==> src/rtl/hilo_muldiv_ctrl.sv <==
// Iterative MULT/MULTU/DIV/DIVU sequencer owning the HI/LO result registers.
// Holds the pipeline for 32 single-bit iterations and then pulses the HI/LO write enable.
module hilo_muldiv_ctrl (
  input  logic        clk,
  input  logic        rst_n,
  input  logic        start_i,
  input  logic [1:0]  op_i,
  input  logic [31:0] src1_i,
  input  logic [31:0] src2_i,
  input  logic        flush_i,
  output logic        stall_o,
  output logic        whilo_o,
  output logic [31:0] hi_o,
  output logic [31:0] lo_o
);

  typedef enum logic [1:0] {StIdle, StBusy, StDone} state_e;

  state_e      state_q, state_d;
  logic [4:0]  cnt_q, cnt_d;
  logic        is_div_q, is_div_d;
  logic        neg_res_q, neg_res_d;
  logic        neg_rem_q, neg_rem_d;
  logic [31:0] opnd_q, opnd_d;
  logic [63:0] acc_q, acc_d;
  logic [31:0] hi_q, hi_d;
  logic [31:0] lo_q, lo_d;

  // Operand conditioning at acceptance
  logic        signed_op;
  logic        sign1, sign2;
  logic [31:0] abs1, abs2;

  always_comb begin
    signed_op = ~op_i[0];
    sign1     = signed_op & src1_i[31];
    sign2     = signed_op & src2_i[31];
    abs1      = sign1 ? (~src1_i + 32'd1) : src1_i;
    abs2      = sign2 ? (~src2_i + 32'd1) : src2_i;
  end

  // One iteration of either datapath. acc_q holds {partial, multiplier} for multiply and
  // {remainder, dividend/quotient} for divide; opnd_q is the multiplicand or divisor.
  logic [32:0] mul_sum;
  logic [63:0] mul_step;
  logic [32:0] div_shift;
  logic [32:0] div_diff;
  logic [63:0] div_step;
  logic [63:0] step;
  logic [63:0] prod_fix;
  logic [31:0] quo_fix;
  logic [31:0] rem_fix;

  always_comb begin
    mul_sum   = {1'b0, acc_q[63:32]} + (acc_q[0] ? {1'b0, opnd_q} : 33'd0);
    mul_step  = {mul_sum, acc_q[31:1]};
    div_shift = {acc_q[63:32], acc_q[31]};
    div_diff  = div_shift - {1'b0, opnd_q};
    // div_diff[32] set means the trial subtract borrowed: restore
    if (div_diff[32]) begin
      div_step = {div_shift[31:0], acc_q[30:0], 1'b0};
    end else begin
      div_step = {div_diff[31:0], acc_q[30:0], 1'b1};
    end
    step     = is_div_q ? div_step : mul_step;
    prod_fix = neg_res_q ? (~step + 64'd1) : step;
    quo_fix  = neg_res_q ? (~step[31:0] + 32'd1) : step[31:0];
    rem_fix  = neg_rem_q ? (~step[63:32] + 32'd1) : step[63:32];
  end

  always_comb begin
    state_d   = state_q;
    cnt_d     = cnt_q;
    is_div_d  = is_div_q;
    neg_res_d = neg_res_q;
    neg_rem_d = neg_rem_q;
    opnd_d    = opnd_q;
    acc_d     = acc_q;
    hi_d      = hi_q;
    lo_d      = lo_q;

    unique case (state_q)
      StIdle: begin
        if (start_i && !flush_i) begin
          if (op_i[1] && (src2_i == 32'd0)) begin
            hi_d    = src1_i;
            lo_d    = 32'hFFFF_FFFF;
            state_d = StDone;
          end else begin
            is_div_d  = op_i[1];
            neg_res_d = sign1 ^ sign2;
            neg_rem_d = sign1;
            opnd_d    = op_i[1] ? abs2 : abs1;
            acc_d     = {32'd0, op_i[1] ? abs1 : abs2};
            cnt_d     = 5'd31;
            state_d   = StBusy;
          end
        end
      end
      StBusy: begin
        if (flush_i) begin
          state_d = StIdle;
        end else begin
          acc_d = step;
          cnt_d = cnt_q - 5'd1;
          if (cnt_q == 5'd0) begin
            if (is_div_q) begin
              hi_d = rem_fix;
              lo_d = quo_fix;
            end else begin
              hi_d = prod_fix[63:32];
              lo_d = prod_fix[31:0];
            end
            state_d = StDone;
          end
        end
      end
      StDone: begin
        // start_i is still driven by the finishing instruction; never restart here
        state_d = StIdle;
      end
      default: state_d = StIdle;
    endcase
  end

  always_ff @(posedge clk) begin
    if (!rst_n) begin
      state_q   <= StIdle;
      cnt_q     <= 5'd0;
      is_div_q  <= 1'b0;
      neg_res_q <= 1'b0;
      neg_rem_q <= 1'b0;
      opnd_q    <= 32'd0;
      acc_q     <= 64'd0;
      hi_q      <= 32'd0;
      lo_q      <= 32'd0;
    end else begin
      state_q   <= state_d;
      cnt_q     <= cnt_d;
      is_div_q  <= is_div_d;
      neg_res_q <= neg_res_d;
      neg_rem_q <= neg_rem_d;
      opnd_q    <= opnd_d;
      acc_q     <= acc_d;
      hi_q      <= hi_d;
      lo_q      <= lo_d;
    end
  end

  assign stall_o = ((state_q == StIdle) && start_i && !flush_i) || (state_q == StBusy);
  assign whilo_o = (state_q == StDone) && !flush_i;
  assign hi_o    = hi_q;
  assign lo_o    = lo_q;

endmodule

==> config.mk <==
export PLATFORM = sky130hd
export DESIGN_NAME = hilo_muldiv_ctrl
export DESIGN_NICKNAME = d
export VERILOG_FILES = /design/src/rtl/hilo_muldiv_ctrl.sv
export SDC_FILE = /design/constraint.sdc
export NUM_CORES = 1
export LEC_CHECK = 0
export CAP_MARGIN = 20
export CORE_ASPECT_RATIO = 1.1
export CORE_MARGIN = 1.5
export CORE_UTILIZATION = 42
export DETAILED_ROUTE_END_ITERATION = 7
export DONT_BUFFER_PORTS = 1
export GPL_ROUTABILITY_DRIVEN = 0
export PLACE_DENSITY = 0.65
export SYNTH_ARGS = -nofsm -noshare
export SYNTH_HDL_FRONTEND = slang
export SYNTH_SLANG_ARGS = --single-unit
==> constraint.sdc <==
create_clock -name clk -period 4.5 [get_ports clk]
set_input_delay 0.9 -clock clk [delete_from_list [all_inputs] [get_ports clk]]
set_output_delay 0.9 -clock clk [all_outputs]
set_load 0.005 [all_outputs]
== Word-level counts from Yosys, hierarchy flattened ==
Cells that the tools add are included.

* Bits in registers: 170
* Bits of input ports: 70
* Output and inout port bits: 66
* Word-level logic and storage cells: 85

* Add/sub/neg operators: 8
* Equality and inequality tests: 8
* Mux-type cells: 35
* Bitwise gates (word level): 10
* Reductions and logical operators: 15

{| class="wikitable"
|+ Operators with widths
! cell !! count
|-
| two-way mux 32 bit || 17
|-
| two-way mux 64 bit || 6
|-
| adder 32 x 1 -> 32 bit (second input constant) || 4
|-
| inverter 32 bit || 4
|-
| one-hot mux 32 bit (2 select lines) || 2
|-
| one-hot mux 64 bit (2 select lines) || 1
|-
| adder 64 x 1 -> 64 bit (second input constant) || 1
|-
| inverter 64 bit || 1
|-
| adder 32 x 32 -> 33 bit || 1
|-
| subtractor 33 x 32 -> 33 bit || 1
|-
| logical NOT 32 bit || 1
|-
| two-way mux 5 bit || 3
|-
| != test 2 bit (second input constant) || 5
|-
| one-hot mux 5 bit (2 select lines) || 1
|-
| two-way mux 2 bit || 4
|-
| logical AND 1 bit || 5
|-
| logical NOT 5 bit || 1
|-
| AND reduction 5 bit || 1
|-
| subtractor 5 x 1 -> 5 bit (second input constant) || 1
|-
| one-hot mux 2 bit (2 select lines) || 1
|-
| AND reduction 4 bit || 1
|-
| != test 3 bit (second input constant) || 1
|-
| AND reduction 3 bit || 1
|-
| AND 1 bit || 2
|-
| other kinds (9) || 10
|}

== Longest topological paths before layout ==
Gate-level depths: netlist of the first run.

* Word-level depth: 10
* Depth in mapped cells: 25
* Depth with buffers taken out: 23

== Worst setup path before layout of the first run ==
OpenSTA, ideal clock, no wires.

* Path type: reg2reg
* Start point: register acc_q[31]
* End point: register hi_q[24] (netlist: hi_o[24])
* Setup time: 0.122 ns
* Arrival time: 4.531 ns
* Required time: 4.378 ns
* Path slack: -0.153 ns
* Stages on the path, launching flop included: 26
* Path buffers: 2
* Period minus slack after synthesis: 4.653 ns
* Cell sequence: dfxtp_1 > inv_1 > ha_1 > inv_1 > fa_1 > a211oi_1 > o211ai_2 > nand3_2 > a211o_1 > a21oi_4 > buf_6 > nor2_4 > buf_4 > a21oi_1 > ha_1 > o21ai_0 > or2_2 > nor4_1 > nand2_1 > nor2_1 > nor2_1 > nor3b_1 > a21oi_1 > xor2_1 > mux2i_1 > o22ai_1

* Longest elaborated chain between the ends: 10
* Elaborated cells on any way between the ends: 13
* Classes of those cells: add/sub: 3; mux: 8; bitwise: 2

{| class="wikitable"
|+ RTL lines
! item !! RTL line !! RTL
|-
| start: declaration || 25 || <nowiki>logic [63:0] acc_q, acc_d;</nowiki>
|-
| start signal: assignment || 134 || <nowiki>acc_q <= 64'd0;</nowiki>
|-
| start signal: assignment || 144 || <nowiki>acc_q <= acc_d;</nowiki>
|-
| subtractor 33 x 32 -> 33 bit || 58 || <nowiki>div_diff = div_shift - {1'b0, opnd_q};</nowiki>
|-
| two-way mux 64 bit || 60 || <nowiki>if (div_diff[32]) begin</nowiki>
|-
| two-way mux 64 bit * || 65 || <nowiki>step = is_div_q ? div_step : mul_step;</nowiki>
|-
| inverter 64 bit or inverter 32 bit (tied branches) || 66, 68 ||
|-
| adder 64 x 1 -> 64 bit or adder 32 x 1 -> 32 bit (tied branches) || 66, 68 ||
|-
| two-way mux 64 bit or two-way mux 32 bit (tied branches) || 66, 68 ||
|-
| two-way mux 32 bit * || 107 || <nowiki>if (is_div_q) begin</nowiki>
|-
| two-way mux 32 bit * || 106 || <nowiki>if (cnt_q == 5'd0) begin</nowiki>
|-
| two-way mux 32 bit * || 101 || <nowiki>if (flush_i) begin</nowiki>
|-
| one-hot mux 32 bit (2 select lines) * || 82 || <nowiki>unique case (state_q)</nowiki>
|-
| end signal: assignment || 145 || <nowiki>hi_q <= hi_d;</nowiki>
|-
| end: declaration || 26 || <nowiki>logic [31:0] hi_q, hi_d;</nowiki>
|}

Mark *: on every way between the ends. The rest lies on a longest branch, timed or not. The select of a mux whose other input is x is not followed.
A chain may end at the register's enable or synchronous reset.

== Worst setup path in the final report of the first run ==
* Start point: register opnd_q[12]
* End point: register hi_q[28] (netlist: hi_o[28])

* Longest elaborated chain between the ends: 10
* Elaborated cells on any way between the ends: 15
* Classes of those cells: add/sub: 4; mux: 9; bitwise: 2

{| class="wikitable"
|+ RTL lines
! item !! RTL line !! RTL
|-
| start: declaration || 24 || <nowiki>logic [31:0] opnd_q, opnd_d;</nowiki>
|-
| start signal: assignment || 143 || <nowiki>opnd_q <= opnd_d;</nowiki>
|-
| subtractor 33 x 32 -> 33 bit or two-way mux 32 bit (tied branches) || 58, 55 ||
|-
| two-way mux 64 bit or adder 32 x 32 -> 33 bit (tied branches) || 60, 55 ||
|-
| two-way mux 64 bit * || 65 ||
|-
| inverter 64 bit or inverter 32 bit (tied branches) || 66, 68 ||
|-
| adder 64 x 1 -> 64 bit or adder 32 x 1 -> 32 bit (tied branches) || 66, 68 ||
|-
| two-way mux 64 bit or two-way mux 32 bit (tied branches) || 66, 68 ||
|-
| two-way mux 32 bit * || 107 ||
|-
| two-way mux 32 bit * || 106 ||
|-
| two-way mux 32 bit * || 101 ||
|-
| one-hot mux 32 bit (2 select lines) * || 82 ||
|}

Marked as above.

==> impl_metrics.csv, run 1 <==
group,metric,value,unit
global_route,grt_max_degree,112,
yosys,ys_async_sr_fraction,0,
yosys,ys_seq_area_frac,0.2205,
placement,dp_slack,-0.1431,ns
cts,clkSinkCount,170,
layout,drive_gt1_frac,0.1412,
layout,antenna_cells,0,
die,die_y,204.1,µm
routing,dr.pass1.iters,8,
die,std_cell_rows,73,
global_route,grt_overflow_total,0,
yosys,ys_seq_elements,170,
timing,tns,0,ns
yosys,ys_warn_count,0,
global_route,use_met1,0.3709,
yosys,synthCells,2128,
yosys,synth_edf_count,0,
layout,fin_util,0.4864,
global_route,grt_pass1_wl,88.73,mm
timing,slew_headroom,0.4176,
timing,post-route-period-util,0.9757,
yosys,synth_compound_area_frac,0.2954,
layout,final-instance-count-excl-fill,2668,
timing,hold_viol_final,0,
cts,tritoncts,"done",
timing,finalMaxSlewViolations,0,
timing,layout_min_cycle_time,4.391,ns
die,core_area,36170,µm²
run_status,status,"finished, final reports clean",
power,max-vdd-ir-drop,0.3042,mV
timing,fin_skew,0.01073,ns
routing,wl_per_cell,21.73,µm
global_route,gr-usage-met3,0.06468,
layout,final_nets,2310,
critical_path,end_kind,"flip-flop",
timing,worst_pin_slew,0.8736,ns
critical_path,cp_max_fo,4,
layout,fill_cells,3571,
placement,place.port_buffers,0,
yosys,synthAdderAreaFrac,0.05934,
critical_path,critPathRequiredTime,4.85,ns
placement,dp_cells,2630,
yosys,yosys.area_share.simple,0.2453,
critical_path,start_kind,"flip-flop",
timing,setup_viol,0,
die,die_area,37910,µm²
power,p_leak,6.656,nW
layout,syn2layout_area_growth,13.98,%
timing,setup_ws,0.1093,ns
cts,cts_buffers,17,
global_route,antenna_found_initial,0,
yosys,synth_top_family_by_area,"compound AO/OA/AOI/OAI gates",
placement,hpwlAfterDp,44.35,mm
critical_path,crit_arrival,4.74,ns
global_route,first_global_vias,15910,
yosys,synthMuxAreaShare,0.03980,
routing,num_vias,16830,
routing,initialDrtViolationCount,1758,
power,power,4.575,mW
global_route,grtUsageMet2,0.4911,
critical_path,crit_type,"flip-flop to flip-flop",
power,p_per_area,260.1,nW/µm²
die,floorplan.initialDensity,0.4267,
routing,drc,0,
cts,clk_path_buf_depth,2,
min_path,hp-class,"flip-flop to flip-flop",
global_route,top_usage_layer,"met2",
routing,wl,57.96,mm
cts,clk_latency,0.46,ns
die,die_width,185.8,µm
yosys,ys.flop_type,"dfxtp_1",
job,maxCapViolCount,0,
timing,fmax,0.2278,GHz
yosys,synth_nets,2270,
routing,final_antenna_net_count,0,
cts,cts_root_buf,"clkbuf_16",
routing,vias_per_cell,6.308,
yosys,synth-xor-area-share,0.08625,
yosys,synth_cell_types,95,
cts,cts-htree-levels,4,
yosys,avgSynthCellArea,7.253,µm²
yosys,synthesis.area,15430,µm²
die,ios,136,
cts,path_clk_slew,0.07,ns
cts,cts_hold_buf,0,
global_route,grt_usage,0.3024,
final timing paths:
kind / from / to / slack [ns] / depth (start not counted)
worst max-delay path: opnd_q[12]$_SDFFE_PN0P_ / hi_o[28]$_SDFFE_PN0P_ / 0.11 / 22
worst min-delay path: opnd_q[30]$_SDFFE_PN0P_ / opnd_q[30]$_SDFFE_PN0P_ / 0.47 / 2
worst max register to register: opnd_q[12]$_SDFFE_PN0P_ / hi_o[28]$_SDFFE_PN0P_ / 0.11 / 22
worst min register to register: opnd_q[30]$_SDFFE_PN0P_ / opnd_q[30]$_SDFFE_PN0P_ / 0.47 / 2
metrics by stage:
stage / area (µm²) / hold slack [ns]
5_1_grt: 17590 / 0.4928
4_1_cts: 17370 / 0.4697
3_5_place_dp: 16720 / 0.4597
3_3_place_gp: 16690 / 0.4536
6_report: 17590 / 0.4716
2_1_floorplan: 15450 / 0.4403
Yosys cell counts, types with 8 or more instances:
| cell | number | area (µm²) |
|---|---|---|
| a211oi_1 | 20 | 150.1 |
| a21boi_0 | 12 | 90.09 |
| a21o_1 | 15 | 112.6 |
| a21oi_1 | 204 | 1021 |
| a222oi_1 | 10 | 100.1 |
| a22oi_1 | 29 | 217.7 |
| a311oi_1 | 28 | 245.2 |
| a31oi_1 | 35 | 219.0 |
| and2_1 | 45 | 281.5 |
| buf_1 | 8 | 30.03 |
| buf_2 | 23 | 115.1 |
| clkbuf_1 | 101 | 379.1 |
| dfxtp_1 | 170 | 3403 |
| ha_1 | 70 | 875.8 |
| inv_1 | 64 | 240.2 |
| mux2_2 | 19 | 214.0 |
| mux2i_1 | 40 | 400.4 |
| nand2_1 | 233 | 874.6 |
| nand2b_1 | 15 | 93.84 |
| nand3_1 | 29 | 145.1 |
| nand4_1 | 32 | 200.2 |
| nor2_1 | 234 | 878.3 |
| nor2b_1 | 25 | 156.4 |
| nor3_1 | 61 | 305.3 |
| nor3b_1 | 11 | 82.58 |
| nor4_1 | 19 | 118.9 |
| o211ai_1 | 48 | 360.4 |
| o21a_1 | 10 | 75.07 |
| o21ai_0 | 127 | 635.6 |
| o22ai_1 | 18 | 112.6 |
| o31a_1 | 9 | 78.83 |
| o31ai_1 | 13 | 97.59 |
| o41ai_1 | 9 | 78.83 |
| or2_2 | 9 | 56.30 |
| or3_1 | 20 | 125.1 |
| or4_1 | 8 | 60.06 |
| xnor2_1 | 92 | 805.8 |
| xor2_1 | 60 | 525.5 |
layer usage:
metal | part of all wire | vias to the layer above
met5 | 0 | -
met2 | 0.46 | 852
met4 | 0.055 | 0
met1 | 0.40 | 7902
met3 | 0.092 | 206
li1 | - | 7871
sequential cells by signal (all words and copies together), names as in the netlist:
signal,cells
opnd_q,32
neg_rem_q,1
lo_o,32
cnt_q,5
hi_o,32
is_div_q,1
neg_res_q,1
state_q,2
acc_q,64
critical path: stages, from the launching register on:
cell and delay [ns]:
dfxtp_1 0.46, inv_1 0.07, ha_1 0.31, nand4_1 0.23, nor3_4 0.25, nand3_4 0.15, a211o_4 0.39, a21oi_4 0.18
nor2_4 0.08, a21oi_4 0.17, ha_4 0.15, o21ai_1 0.09, or2_2 0.31, nor4_2 0.13, buf_4 0.17, nand2_1 0.13
nor2_2 0.19, nor2_1 0.07, nor3b_2 0.25, a31oi_1 0.13, xor2_1 0.16, mux2i_1 0.14, a21oi_1 0.08
where the power goes:
part	internal (mW)	switching, mW
logic	0.520	0.796
registers	1.56	0.0617
clock network	0.944	0.692
cell type report:
| cell class | count | area (µm²) | share of cell area |
|---|---|---|---|
| clock buffer | 21 | 481.7 | 0.02738 |
| clock inverter | 11 | 153.9 | 0.008748 |
| inverter | 66 | 250.2 | 0.01422 |
| multi-input combinational | 1754 | 11430 | 0.6498 |
| sequential | 170 | 3411 | 0.1939 |
| tap | 487 | 609.3 | 0.03464 |
| timing repair buffer | 159 | 1255 | 0.07134 |
cell usage in the layout (no fill, tap or decap), types with 59 or more instances in the layout:
cell and n:
a21oi_1 200, buf_4 154, dfxtp_1 166, ha_1 67, inv_1 64, nand2_1 232, nor2_1 231, nor3_1 59
o21ai_0 122, xnor2_1 92, xor2_1 59
logic make-up (layout without fill, tap and decap cells):
| family | count (synthesis) | count (layout) |
|---|---|---|
| AND/OR/NAND/NOR | 784 | 784 |
| AO/OA/AOI/OAI | 687 | 687 |
| buffers and inverters | 204 | 257 |
| flip-flops | 170 | 170 |
| XOR/XNOR | 152 | 152 |
| adder cells (fa/ha/maj) | 72 | 72 |
| multiplexers | 59 | 59 |
timing repair:
item | CTS | global route
pin swaps | 0 | 13
setup endpoints to repair | 9 | 29
buffers inserted | 0 | 6
gates resized for setup | 4 | 41
(Power assumes the default switching activity.)
==> run 2: changes to the inputs <==
--- a/config.mk
+++ b/config.mk
@@ -7,8 +7,9 @@
 export LEC_CHECK = 0
 export CAP_MARGIN = 20
 export CORE_ASPECT_RATIO = 1.1
-export CORE_MARGIN = 1.5
+export CORE_MARGIN = 4
 export CORE_UTILIZATION = 42
+export CTS_BUF_LIST = sky130_fd_sc_hd__clkbuf_4
 export DETAILED_ROUTE_END_ITERATION = 7
 export DONT_BUFFER_PORTS = 1
 export GPL_ROUTABILITY_DRIVEN = 0
==> run 2 against run 1 <==
The flow now finishes with violations (design-rule violations). Maximum frequency increased by 1.6%. Sequential share of layout area fell by 0.071 points. Clock-buffer cell count fell by 3. Final area is 0.63% higher. Largest power group is now sequential cells. Clock skew up 0.016 ns. Critical endpoint is now hi_o[27]$_SDFFE_PN0P_.
==> impl_metrics.csv, run 2 (synthesis gave the netlist of run 1 again) <==
group,metric,value,unit
timing,fin_skew,0.02659,ns
cts,cts_buffers,17,
die,die_width,190.8,µm
timing,worst_pin_slew,0.9550,ns
timing,post-route-period-util,0.9601,
job,maxCapViolCount,0,
global_route,grt_usage,0.2893,
critical_path,critPathRequiredTime,5.08,ns
layout,final-instance-count-excl-fill,2724,
die,core_area,36260,µm²
die,floorplan.initialDensity,0.4257,
critical_path,end_kind,"flip-flop",
critical_path,r2r_slack,0.18,ns
routing,drc,2,
layout,drive_gt1_frac,0.1677,
timing,slew_headroom,0.3634,
cts,clk_path_buf_depth,2,
timing,rsz0062_at_grt,"true",
layout,syn2layout_area_growth,14.69,%
layout,register_area,3420,µm²
critical_path,start_kind,"flip-flop",
layout,largest-register,"acc_q",
timing,tns,0,ns
cts,path_clk_slew,0.15,ns
power,p_per_area,224.6,nW/µm²
layout,final_nets,2365,
run_status,violations,"design-rule violations",
critical_path,crit_arrival,4.90,ns
layout,fill_cells,3601,
die,std_cell_rows,73,
global_route,grt_max_degree,112,
cts,cts_root_buf,"clkbuf_4",
routing,wl,59.78,mm
placement,dp_cells,2687,
die,die_y,209.1,µm
placement,dp_slack,-0.1218,ns
routing,num_vias,17170,
global_route,first_global_vias,16450,
routing,initialDrtViolationCount,1853,
die,die_area,39880,µm²
timing,setup_viol,0,
cts,tritoncts,"done",
timing,setup_ws,0.1795,ns
routing,final_antenna_net_count,0,
cts,cts-htree-levels,4,
routing,wl_per_cell,21.95,µm
timing,fmax,0.2315,GHz
routing,dr.pass1.iters,8,
global_route,antenna_found_initial,1,
routing,vias_per_cell,6.305,
global_route,grt_overflow_total,0,
cts,clkSinkCount,170,
placement,place.port_buffers,0,
power,p_leak,6.786,nW
layout,fin_util,0.4882,
layout,largest_register_ffs,64,
placement,hpwlAfterDp,46.08,mm
global_route,grt_pass1_wl,91.70,mm
critical_path,cp_max_fo,11,
power,max-vdd-ir-drop,0.2436,mV
die,ios,136,
timing,finalMaxSlewViolations,0,
critical_path,crit_type,"flip-flop to flip-flop",
layout,multi_input_area,11450,µm²
power,power,3.977,mW
timing,hold_viol_final,0,
run_status,status,"complete, but fails checks",
timing,layout_min_cycle_time,4.321,ns
min_path,hp-class,"input port to flip-flop",
cts,clk_latency,0.66,ns
layout,final_cell_mix,"nand2_1 (232), nor2_1 (232), buf_4 (207)",
-- run 2: final timing paths --
kind,end,start,cells after the start
hold / removal,acc_q[16]$_SDFFE_PN0P_,rst_n,1
setup reg to reg,hi_o[27]$_SDFFE_PN0P_,opnd_q[26]$_SDFFE_PN0P_,18
hold reg to reg,opnd_q[30]$_SDFFE_PN0P_,opnd_q[30]$_SDFFE_PN0P_,2
setup / recovery,hi_o[27]$_SDFFE_PN0P_,opnd_q[26]$_SDFFE_PN0P_,18
-- run 2: timing repair --
action                                 4_1_cts  5_1_grt
gates resized for setup                      5       54
setup endpoints to repair                    9       34
hold buffers                                 0        0
buffers inserted                             0        4
pin swaps                                    0       12
endpoints found under the hold margin        0        0
-- run 2: layout make-up --
| type | count | share of cell area |
|---|---|---|
| multi-input cells | 1754 | 0.6471 |
| flip-flops and latches | 170 | 0.1932 |
| repair buffers | 214 | 0.09521 |
| well taps | 487 | 0.03442 |
| inverters | 66 | 0.01414 |
| clock inverters | 14 | 0.008199 |
| clock buffers | 18 | 0.007634 |
| diodes | 1 | 0.0001414 |
-- run 2: metal layers --
layer	vias to the layer above	global-route usage	part of all wire
li1	7962	-	-
met1	8053	0.3488	0.38
met2	951	0.4716	0.46
met3	208	0.07133	0.10
met4	0	0.1590	0.058
met5	-	0	0
-- run 2: through the flow --
stage | hold slack, ns | cell area [µm²]
2_1_floorplan | 0.4403 | 15450
3_3_place_gp | 0.4551 | 17170
3_5_place_dp | 0.4691 | 17170
4_1_cts | 0.3157 | 17470
5_1_grt | 0.3456 | 17700
6_report | 0.3736 | 17700
-- run 2: worst max-delay path: stages, from the launching register on --
cell,delay (ns)
dfxtp_1,0.41
inv_1,0.06
ha_1,0.38
nand4_1,0.15
or3_1,0.47
buf_4,0.18
a211oi_4,0.22
buf_4,0.21
o21ai_2,0.11
buf_4,0.22
nand4_1,0.12
o211ai_1,0.20
nor4b_2,0.40
nand4_1,0.13
buf_4,0.19
or3_1,0.30
a21oi_1,0.21
nand3_1,0.10
a31oi_1,0.20
-- run 2: power breakdown --
| part | internal (mW) | switching [mW] | leakage [nW] |
|---|---|---|---|
| combinational | 0.570 | 0.833 | 5.26 |
| sequential | 1.56 | 0.0594 | 1.38 |
| clock | 0.338 | 0.613 | 0.144 |
| total | 2.47 | 1.51 | 6.79 |
